==> src/rtl/port_display_ctrl_pkg.sv <==
// rtl/port_display_ctrl_pkg.sv - shared constants for the port display controller
package port_display_ctrl_pkg;

    localparam int WORD_SIZE = 16;

    localparam logic [6:0] SEG_OFF = 7'h7F;

    // Active-low a..g patterns (seg[0]=a), listed from F down to 0.
    localparam logic [15:0][6:0] HEX_SEG = {
        7'h0E, 7'h06, 7'h21, 7'h46, 7'h03, 7'h08, 7'h10, 7'h00,
        7'h78, 7'h02, 7'h12, 7'h19, 7'h30, 7'h24, 7'h79, 7'h40
    };

endpackage

==> src/rtl/port_display_ctrl_hex7seg.sv <==
// rtl/port_display_ctrl_hex7seg.sv - 4-bit to active-low seven-segment decoder
module port_display_ctrl_hex7seg
    import port_display_ctrl_pkg::*;
(
    input  logic [3:0] i_nib,
    output logic [6:0] o_seg
);

    assign o_seg = HEX_SEG[i_nib];

endmodule

==> src/rtl/port_display_ctrl.sv <==
// rtl/port_display_ctrl.sv - port capture registers, muxed hex display and CPU tick prescaler
module port_display_ctrl #(
    parameter int WORD_SIZE = port_display_ctrl_pkg::WORD_SIZE,
    parameter int NUM_CHAN  = 4,
    parameter int DIGITS    = 4,
    parameter int SCAN_BITS = 16,
    parameter int SLOWDOWN  = 20,
    localparam int CBITS    = $clog2(NUM_CHAN),
    localparam int DBITS    = $clog2(DIGITS)
) (
    input  logic                 mclk,
    input  logic                 reset_n,
    input  logic [2:0]           speed,
    output logic                 cpu_tick,
    input  logic [WORD_SIZE-1:0] portaddr,
    input  logic [WORD_SIZE-1:0] portval,
    input  logic                 portset,
    input  logic [CBITS-1:0]     sel,
    input  logic                 blank_lz,
    output logic [DIGITS-1:0]    an,
    output logic [6:0]           seg,
    output logic                 dp
);
    import port_display_ctrl_pkg::*;

    logic [SLOWDOWN:0]      r_acc;
    logic                   r_tick;
    logic [SLOWDOWN+1:0]    w_inc;
    logic [SLOWDOWN+1:0]    w_sum;

    logic                   r_set_meta;
    logic                   r_set_sync;
    logic                   r_set_prev;
    logic                   w_wr;
    logic                   w_addr_hit;
    logic [CBITS-1:0]       w_idx;

    logic [WORD_SIZE-1:0]   r_chan [NUM_CHAN];
    logic [NUM_CHAN-1:0]    r_valid;

    logic [SCAN_BITS-1:0]   r_scan;
    logic [DBITS-1:0]       w_digit;
    logic [WORD_SIZE-1:0]   w_cur;
    logic [3:0]             w_nib;
    logic [6:0]             w_seg;
    logic                   w_blank;
    logic [DIGITS-1:0]      w_an_sel;

    logic [DIGITS-1:0]      r_an;
    logic [6:0]             r_seg;
    logic                   r_dp;

    // The carry out of the accumulator MSB is the tick; the sum is one bit wider to expose it.
    assign w_inc = (SLOWDOWN+2)'(1) << {speed, 1'b0};
    assign w_sum = {1'b0, r_acc} + w_inc;

    always_ff @(posedge mclk or negedge reset_n) begin
        if (!reset_n) begin
            r_acc  <= '0;
            r_tick <= 1'b0;
        end else begin
            r_acc  <= w_sum[SLOWDOWN:0];
            r_tick <= w_sum[SLOWDOWN+1];
        end
    end

    assign cpu_tick = r_tick;

    always_ff @(posedge mclk or negedge reset_n) begin
        if (!reset_n) begin
            r_set_meta <= 1'b0;
            r_set_sync <= 1'b0;
            r_set_prev <= 1'b0;
        end else begin
            r_set_meta <= portset;
            r_set_sync <= r_set_meta;
            r_set_prev <= r_set_sync;
        end
    end

    // Edge detect is left combinational so the register lands on the 3rd edge after the rise.
    assign w_wr       = r_set_sync & ~r_set_prev;
    assign w_addr_hit = (portaddr[WORD_SIZE-1:CBITS] == '0);
    assign w_idx      = portaddr[CBITS-1:0];

    always_ff @(posedge mclk or negedge reset_n) begin
        if (!reset_n) begin
            for (int i = 0; i < NUM_CHAN; i++) begin
                r_chan[i] <= '0;
            end
            r_valid <= '0;
        end else if (w_wr && w_addr_hit) begin
            r_chan[w_idx]  <= portval;
            r_valid[w_idx] <= 1'b1;
        end
    end

    always_ff @(posedge mclk or negedge reset_n) begin
        if (!reset_n) begin
            r_scan <= '0;
        end else begin
            r_scan <= r_scan + 1'b1;
        end
    end

    assign w_digit  = r_scan[SCAN_BITS-1 -: DBITS];
    assign w_cur    = r_chan[sel];
    assign w_nib    = w_cur[{w_digit, 2'b00} +: 4];
    assign w_an_sel = ~(DIGITS'(1) << w_digit);

    // A digit is a leading zero when it and every digit above it are zero; digit 0 always shows.
    assign w_blank = blank_lz && (w_digit != '0) && ((w_cur >> {w_digit, 2'b00}) == '0);

    port_display_ctrl_hex7seg u_hex7seg (
        .i_nib (w_nib),
        .o_seg (w_seg)
    );

    always_ff @(posedge mclk or negedge reset_n) begin
        if (!reset_n) begin
            r_an  <= '1;
            r_seg <= SEG_OFF;
            r_dp  <= 1'b1;
        end else begin
            r_an  <= w_blank ? '1 : w_an_sel;
            r_seg <= w_blank ? SEG_OFF : w_seg;
            r_dp  <= ~((w_digit == '0) && !r_valid[sel]);
        end
    end

    assign an  = r_an;
    assign seg = r_seg;
    assign dp  = r_dp;

endmodule

==> config.mk <==
export PLATFORM = sky130hd
export DESIGN_NAME = port_display_ctrl
export DESIGN_NICKNAME = d
export VERILOG_FILES = /design/src/rtl/port_display_ctrl_pkg.sv /design/src/rtl/port_display_ctrl_hex7seg.sv /design/src/rtl/port_display_ctrl.sv
export SDC_FILE = /design/constraint.sdc
export NUM_CORES = 1
export LEC_CHECK = 0
export BUFFER_PORTS_ARGS = -buffer_cell sky130_fd_sc_hd__buf_2
export CAP_MARGIN = 20
export CORE_MARGIN = 2
export CORE_UTILIZATION = 28
export CTS_CLUSTER_DIAMETER = 120
export DETAILED_ROUTE_END_ITERATION = 8
export PLACE_DENSITY = 0.44
export SLEW_MARGIN = 20
export SYNTH_ARGS = -nofsm -noshare
export SYNTH_HDL_FRONTEND = slang
export SYNTH_SLANG_ARGS = --single-unit
==> constraint.sdc <==
create_clock -name mclk -period 2.9 [get_ports mclk]
set_input_delay 0.58 -clock mclk [delete_from_list [all_inputs] [get_ports mclk]]
set_output_delay 0.58 -clock mclk [all_outputs]
set_load 0.02 [all_outputs]
Yosys cells after proc, flatten, opt, wreduce, memory -nomap -nowiden
Memory sizes are Yosys's and may differ from the RTL's.
Cells that the tools add are included.
Widths: inputs -> output; s select.
- ROM bits: 112
- register bits: 121
- logic and storage cells: 59
- memories: 1
- mux-type cells: 13
- $add $sub $neg: 2
- order comparisons: 7
- bitwise logic cells: 7
- reduce and logical (&&, ||, !) cells: 11
- shift-type cells: 4
- memories (name ; depth ; width ; rd ports ; clocked after Yosys merged registers in ; write ports ; RTL line ; source):
    (name not given) ; 16 ; 7 ; 1 ; 0 ; 0 ; port_display_ctrl_hex7seg.sv:9 ; assign o_seg = HEX_SEG[i_nib];
- operator list (cell ; count):
    $bwmux 64 ; 1
    $mux 16 ; 3
    $bmux 16 s2 ; 1
    $demux 16 s2 ; 1
    $add 21x22->22 ; 1
    $shl 1x4->22 const A ; 1
    $add 16x1->16 const B ; 1
    $logic_not 16->1 ; 1
    $shiftx 16x5->4 ; 1
    $shr 16x4->16 ; 1
    $logic_not 14->1 ; 1
    $mux 7 ; 2
    $ge 3x3->1 const B ; 2
    $logic_and 1x1->1 ; 6
    $lt 2x3->1 const B ; 2
    $not 2->3 ; 2
    $lt 4x5->1 const B ; 1
    $mux 4 ; 1
    $not 4->4 ; 1
    $or 4x4->4 ; 1
    $shl 1x2->4 const A ; 1
    $lt 3x1->1 const B ; 1
    $bmux 1 s2 ; 1
    $demux 1 s2 ; 1
    other kinds (7) ; 9

Longest topological paths before layout
Gate-level depths: netlist of the first run.
- depth in word-level cells: 8
- gate-level depth with buffers: 11
- depth with buffers taken out: 9

By module
Synthesis of the first run repeated with hierarchy kept, for this count alone.
- cells, all modules: 431
- area, all modules: 5800.6 um^2
- modules (own cells, without submodules) (module ; area each (um^2) ; times used ; sequential area each (um^2) ; cells an instance):
    port_display_ctrl ; 5525.3 ; 1 ; 3042.9 ; 399
    port_display_ctrl_hex7seg ; 275.3 ; 1 ; 0.0 ; 32

Worst setup path after synthesis of the first run
No wires, ideal clock.
- path type: input to register
- start: in sel[0]
- end: reg r_seg[2], in the netlist seg[2]
- path buffers: 1
- path slack: 0.101 ns
- arrival: 2.701 ns
- stages on the path: 9
- library setup time: 0.098 ns
- cells stage by stage: buf_6 > mux4_1 > mux4_2 > inv_1 > ha_1 > nand2_1 > nor4_4 > nand2b_2 > o311ai_1
- longest elaborated chain between the ends: 8
- elaborated cells on any way between the ends: 11
- classes of those cells: shift: 2; mux: 5; bitwise: 1; reduce/logical: 2; memory: 1
- RTL lines (item ; RTL line ; source):
    start, declared ; port_display_ctrl.sv:18 ; input logic [CBITS-1:0] sel,
    $not 2->3 (implied by the code) * ; port_display_ctrl.sv:107 ; assign w_cur = r_chan[sel];
    $bmux 16 s2 * ; port_display_ctrl.sv:107 ;
    $mux 16 (implied by the code) * (2 in series) ; port_display_ctrl.sv:107 ;
    $shiftx 16x5->4 / $shr 16x4->16 (equally long branches) ; port_display_ctrl.sv:108, port_display_ctrl.sv:112 ;
    $mem_v2 16x7 / $logic_not 16->1 (equally long branches) ; -- ;
    $mux 7 (implied by the code) / $logic_and 1x1->1 (equally long branches) ; port_display_ctrl_hex7seg.sv:9, port_display_ctrl.sv:112 ;
    $mux 7 * ; port_display_ctrl.sv:126 ; r_seg <= w_blank ? SEG_OFF : w_seg;
    end signal, assigned ; port_display_ctrl.sv:126 ;
    end, declared ; port_display_ctrl.sv:50 ; logic [6:0] r_seg;
Mark *: on every way between the ends. The rest lies on a longest branch, timed or not. The select of a mux whose other input is x is not followed.
A chain may end at the register's enable or synchronous reset.

Final worst setup path of the first run
- start: in sel[0]
- end: reg r_seg[4], in the netlist seg[4]
Same word-level chain as after synthesis.

==> results by group, run 1 <==
Worst hold path
  • Min-Delay Path Class: input pin to asynchronous set/reset pin

Power and ir drop
  • VDD IR max: between 0.0003 and 0.0004 V
  • Cell Int Power: 3.59 mW
  • Power share of the clock group: 48.5%
  • PwrDens: 648 mW/mm2
  • Sw Pwr: 1.13 mW
  • Comb pwr share: a little over a tenth
  • Leakage: 3.44 nW
  • Switching share of power: 23.9%
  • Seq pwr share: 40.9%

Synthesis
  • Yosys top cell area share: 45.9%
  • Number of synthesized flops with an enable pin: 0
  • Unique masters post-synth: 60
  • Post-synth top area cell: dfrtp_1
  • Synth Net Count: 522
  • Syn. warnings: 0
  • Sequential element share of the synthesized area: 51.2%
  • Most common flop cell mapped by yosys: dfrtp_1
  • Cell area after synthesis: 0.00595 mm2
  • Cells after synthesis: roughly 470
  • Async S/R FF share, synth: 100%
  • Avg Cell Area, Syn: 12.8 um2
  • Register bit total from synthesis: 121
  • Synth area leaders: dfrtp_1 46%, mux2_2 12%, dfstp_2 5.3%, mux4_1 4.0%, ha_1 3.4%

Floorplanning
  • Initial core utilization: 28.4%
  • Core area: 0.0210 mm2
  • Die Y-Extent: 150 um
  • Io pins: 54
  • Die ar.: 0.0224 mm2
  • Row cnt: 53
  • Die Width: 150 um

Global routing
  • Vias in the first global route: about 4200
  • Largest net degree at the start of global routing: 42
  • Initial antenna violation count: 2
  • Congestion Overflow GR: 0
  • First-pass GRT wire length: between 20000 and 25000 um
  • Total track usage: 12.5%

Drt
  • Drt pass-1 iters: 4
  • Via/cell ratio: 4.76
  • Remaining antenna violation count after routing: 0
  • Iteration-0 DRC Markers: 133
  • WL final: 13000 um
  • Routed wire per std cell: ~16 um
  • # DRC: 0
  • Via count: between 3000 and 4000

Clock network
  • Max Root-Sink Buffers: 2
  • Number of post-CTS setup repair buffers: 0
  • Clock root buffer: clkbuf_16
  • Cts repair resizes: 0
  • TritonCTS buffer count: 17
  • Clk_lat worst skew: about 400 ps
  • CTS clk-pin slew, worst paths: about 50 ps
  • CTS tree: done
  • Clk sink count: 121
  • H-tree depth: 4
  • Hold-fix buffers, CTS: 0

Placement
  • DP HPWL: 9430 um
  • Gpl congestion: 0.828
  • Post-place instance area: 0.00665 mm2
  • IO buf count: 53

Layout
  • Final core occ: 34.8%
  • Final Instance Area: 0.00730 mm2
  • Fraction of layout cells with a size suffix above 1: a little under two fifths
  • Layout Nets: 603
  • P&R area growth vs syn: 22.7%
  • ANT cells: 0
  • Fillers: 2102

Critical path
  • Worst Path Required: 3220 ps
  • Crit end category: register
  • Worst path arrival time: 2800 ps
  • Reg2Reg Launch Point: r_chan[36]
  • Internal reg-to-reg setup slack: around 440 ps
  • Startpoint types: input pin
  • Worst Setup SP: sel[0]
  • Setup CP Type: input pin to register
  • Maximum fanout along the worst path: 8

Timing
  • Minimum clock period: approximately 2500 ps
  • Normalized max-slew margin: 62.5%
  • RSZ-0062 raised after global routing: no
  • Setup violators final: 0
  • Clk_skew: 6.24 ps
  • Maximum clock rate: a little over 400 MHz
  • Hold Slack: 167 ps
  • Final Max Tran Viols: 0
  • Period Utilization, post-route: 85.6%
  • Pin slew with the least headroom to its limit: 563 ps
  • Final Hold Viols: 0

Outcome
  • Status: completed

Run
  • Max cap viols: 0
## flip-flops by register name (all words and copies together), names as in the netlist
register,cells
an,4
r_valid,4
r_acc,21
seg,7
r_scan,16
r_chan,64
cpu_tick,1
r_set_meta,1
r_set_sync,1
dp,1
r_set_prev,1
## path summary, 6_finish.rpt
| path | cells after the start | end |
|---|---|---|
| worst max-delay path | 9 | seg[4] |
| worst min-delay path | 1 | r_scan[9] |
| min in group mclk | 1 | r_set_meta |
| worst min register to register | 0 | r_set_sync |
| max in group asynchronous | 2 | seg[5] |
| worst max register to register | 8 | seg[4] |
## critical path, stage by stage
cell and delay (ps):
buf_2 160, mux4_1 570, mux4_2 510, inv_1 90, ha_1 180, nand2_1 90, nor4_4 310, nand2b_2 170
o221ai_1 120
## power by group through the flow
| stage | logic [mW] | clock network [mW] | registers (mW) |
|---|---|---|---|
| after floorplan | 0.363 | 0 | 1.93 |
| final | 0.501 | 2.29 | 1.93 |
| after detailed placement | 0.513 | 0 | 1.96 |
| after CTS | 0.510 | 2.36 | 1.93 |
| after global routing | 0.574 | 2.44 | 1.96 |
| after global placement | 0.485 | 0 | 1.96 |
## layout by cell type, fill, tap and decap left out, types with 4 or more instances in the layout
master     instances
or2_2              5
nor4_1             5
inv_1              8
xor2_1            14
dfstp_2           12
and3_1             6
nor3_1            13
ha_1              16
a31o_2             5
dfrtp_1          109
buf_2             52
a31oi_1            5
mux2_2            64
bufinv_16          5
nor3b_1            7
o21ai_0            9
mux4_2             8
or3_1              4
xnor2_1           17
mux4_1             9
nor2_1            21
nand2_1           39
nand3_1           17
mux2i_1            6
clkbuf_16         17
and2_1             4
a21oi_1            5
buf_4             22
## cells in the mapped netlist (all sizes together), types with 5 or more instances
master	instances
o311ai	5
nor2	22
xor2	14
nor3b	8
dfrtp	109
nor4	6
inv	9
clkbuf	5
ha	16
mux2	64
mux4	17
o21ai	11
buf	8
or2	6
mux2i	8
nand2	39
a31o	5
nand3	17
a21oi	5
nor3	13
xnor2	17
and3	6
dfstp	12
a31oi	5
## cell type report
type | instances | area [um2] | share of cell area [%]
Clock buffer | 21 | 450 | 6.17
Clock inverter | 11 | 195 | 2.67
Inverter | 9 | 33.8 | 0.463
Multi-Input combinational cell | 322 | 2790 | 38.2
Sequential cell | 121 | 3040 | 41.7
Tap cell | 275 | 344 | 4.71
Timing Repair Buffer | 75 | 445 | 6.10
## cells by family after synthesis
group                    after synthesis  share of synthesized area [%]
XOR/XNOR                              31                           4.56
multiplexers                          89                           20.9
buffers and inverters                 22                           2.00
adder cells (fa/ha/maj)               16                           3.37
AND/OR/NAND/NOR                      135                           11.8
flip-flops                           121                           51.2
AO/OA/AOI/OAI                         51                           6.23
## metal layers
metal | wire length (um) | up-vias | track usage [%]
li1 | - | 1882 | -
met1 | 5680 | 1990 | 15.0
met2 | 6660 | 75 | 21.6
met3 | 494 | 18 | 3.72
met4 | 144 | 2 | 3.77
met5 | 13 | - | 0
## metrics by stage
stage               total power, mW  instances  worst slack (ps)  setup TNS (ps)
floorplan                      2.29        465               101               0
global placement               2.44        802              52.6               0
detailed placement             2.47        802             -25.5           -70.5
CTS                            4.80        834               416               0
global route                   4.97        834               193               0
finish                         4.73        834               418               0
Power figures use the tool's default switching activity.
==> run 2, diff against run 1 <==
Settings changed: CORE_UTILIZATION 28 to 31, PLACE_DENSITY 0.44 to 0.47.
==> results by group, run 2 (synthesis gave the netlist of run 1 again) <==
Critical path
  • CP Depth: 9 (unchanged)
  • WP buf/inv: 2 (unchanged)
  • Worst Setup SP: sel[0]
  • Cell Chain, Critical Path: buf_2 > mux4_1 > mux4_2 > inv_1 > ha_1 > nand2_1 > nor4_4 > nand2b_2 > o311ai_1
  • Crit end category: register
  • Worst Path Required: 3210 ps (about the same)
  • R2R depth: 8 (unchanged)
  • CP max stage delay: 590 ps (+20 ps)
  • Critical path's slowest cell: mux4_1
  • Top Family by Delay on Critical Path: multiplexers
  • Startpoint types: input pin
  • Worst reg2reg endpoint: seg[6]
  • Worst path arrival time: 2850 ps (+50 ps)
  • Critical Path Sink: seg[6]
  • Maximum fanout along the worst path: 8 (unchanged)
  • Setup CP Type: input pin to register
  • Reg2Reg Launch Point: r_chan[36]
  • Internal reg-to-reg setup slack: 390 ps (-50 ps)

Floorplanning
  • Die ar.: 0.0203 mm2 (-9.4%)
  • Core area: 0.0188 mm2 (-10%)
  • Row cnt: 50 (-5.7%)
  • Die Width: 143 um (-4.8%)
  • Die Y-Extent: 143 um (-4.8%)
  • Initial core utilization: 31.7% (+3.3 points)
  • Io pins: 54 (unchanged)

Clock network
  • Max Root-Sink Buffers: 2 (unchanged)
  • Hold-fix buffers, CTS: 0 (unchanged)
  • CTS clk-pin slew, worst paths: 50 ps (about the same)
  • TritonCTS buffer count: 17 (unchanged)
  • Clk sink count: 121 (unchanged)
  • H-tree depth: 4 (unchanged)
  • CTS tree: done
  • Clk_lat worst skew: 420 ps (about the same)
  • Number of post-CTS setup repair buffers: 0 (unchanged)
  • Clock root buffer: clkbuf_16
  • Cts repair resizes: 0 (unchanged)

Timing
  • Period Utilization, post-route: 87.5% (+2.0 points)
  • Final Max Tran Viols: 0 (unchanged)
  • Clk_skew: 9.44 ps (+3.20 ps)
  • Pin slew with the least headroom to its limit: 536 ps (-27.3 ps)
  • Minimum clock period: 2540 ps (+57.3 ps)
  • Final Hold Viols: 0 (unchanged)
  • Setup violators final: 0 (unchanged)
  • Hold Slack: 93.8 ps (-73.6 ps)
  • Normalized max-slew margin: 64.3% (+1.8 points)
  • Final worst slack: 361 ps (-57.3 ps)
  • Setup Total Neg Slack: 0 ps (unchanged)
  • RSZ-0062 raised after global routing: no
  • Maximum clock rate: 394 MHz (-2.3%)

Layout
  • Layout Nets: 606 (+0.50%)
  • ANT cells: 0 (unchanged)
  • Final core occ: 38.5% (+3.7 points)
  • Top Registers: r_chan: 64 flops, r_acc: 21 flops, r_scan: 16 flops
  • Fraction of layout cells with a size suffix above 1: 37.4% (+0.22 points)
  • Final Instance Area: 0.00722 mm2 (-1.0%)
  • Most flops, register: r_chan
  • Commonest cells after routing, fill and taps aside: 109 x dfrtp_1, 64 x mux2_2, 52 x buf_2
  • P&R area growth vs syn: 21.5%
  • Max reg flops: 64 (unchanged)
  • Commonest non-fill, non-tap cell in the layout: dfrtp_1

Global routing
  • Total track usage: 14.5% (+2.0 points)
  • Congestion Overflow GR: 0 (unchanged)
  • Vias in the first global route: 4285 (+0.99%)
  • Initial antenna violation count: 0 (-2)
  • Largest net degree at the start of global routing: 46 (+9.5%)
  • First-pass GRT wire length: 22500 um (+3.8%)

Drt
  • WL final: 13400 um (+3.4%)
  • Via/cell ratio: 5.05 (+6.1%)
  • Routed wire per std cell: 16.9 um (+8.5%)
  • # DRC: 0 (unchanged)
  • Iteration-0 DRC Markers: 272 (+100%)
  • Via count: 4013 (+1.2%)
  • Drt pass-1 iters: 4 (unchanged)
  • Remaining antenna violation count after routing: 0 (unchanged)

Placement
  • Dpl ws: -82.6 ps (-57.1 ps)
  • Post-place instance area: 0.00662 mm2 (-0.43%)
  • IO buf count: 53 (unchanged)
  • Gpl congestion: 0.830 (+0.27%)
  • DP HPWL: 9510 um (+0.88%)

Power and ir drop
  • Leakage: 3.45 nW (+0.37%)
  • VDD IR max: 0.000395 V (+3.6%)
  • PwrDens: 638 mW/mm2 (-1.5%)

Worst hold path
  • Min-Delay Path Class: input pin to asynchronous set/reset pin

Run
  • Max cap viols: 0 (unchanged)

Outcome
  • Status: completed
==> run 2: cell types whose count changed in the layout (fill, tap and decap cells not counted) <==
cell | before | now
clkinvlp_4 | 3 | 0
clkinv_2 | 1 | 6
bufinv_16 | 5 | 4
inv_6 | 1 | 0
buf_4 | 22 | 25
clkinv_4 | 1 | 0
==> run 2: worst min path at each step <==
| stage | startpoint | end | cells after the start | slack [ps] |
|---|---|---|---|---|
| global route | reset_n | r_scan[9] | 1 | 110 |
| detailed placement | r_set_meta | r_set_sync | 0 | 350 |
| floorplan | reset_n | cpu_tick | 0 | 280 |
| finish | reset_n | r_scan[9] | 1 | 90 |
| CTS | reset_n | r_scan[9] | 1 | 90 |
| global placement | r_set_meta | r_set_sync | 0 | 340 |
==> run 2: worst register-to-register path, delay by kind of cell, from the launching register on <==
| kind | cells | cell delay (ps) |
|---|---|---|
| AO/OA/AOI/OAI | 1 | 120 |
| buffers and inverters | 1 | 100 |
| adder cells (fa/ha/maj) | 1 | 180 |
| AND/OR/NAND/NOR | 3 | 590 |
| flip-flops | 1 | 370 |
| multiplexers | 2 | 1030 |
==> run 2: cell type report <==
| class | instances | area [um2] |
|---|---|---|
| Clock buffer | 21 | 450 |
| Clock inverter | 10 | 150 |
| Fill cell | 1831 | 11500 |
| Inverter | 9 | 33.8 |
| Multi-Input combinational cell | 322 | 2790 |
| Sequential cell | 121 | 3040 |
| Tap cell | 234 | 293 |
| Timing Repair Buffer | 78 | 468 |
==> run 2: layer usage <==
metal	GRT usage (%)	share of wire, %	up-vias
met5	0	0	-
met4	5.78	1.5	0
met1	17.7	45	2042
li1	-	-	1882
met2	24.4	50	67
met3	3.87	3.6	22
==> run 2: stage by stage <==
step | power [mW] | cells
3_5_place_dp | 2.47 | 764
5_1_grt | 4.84 | 795
2_1_floorplan | 2.29 | 465
6_report | 4.61 | 795
4_1_cts | 4.68 | 795
3_3_place_gp | 2.44 | 764
==> run 2: power by group <==
group	internal (mW)	switching, mW	leakage (nW)
Combinational	0.221	0.282	1.58
Sequential	1.83	0.108	1.57
Clock	1.44	0.727	0.300
Total	3.49	1.12	3.45
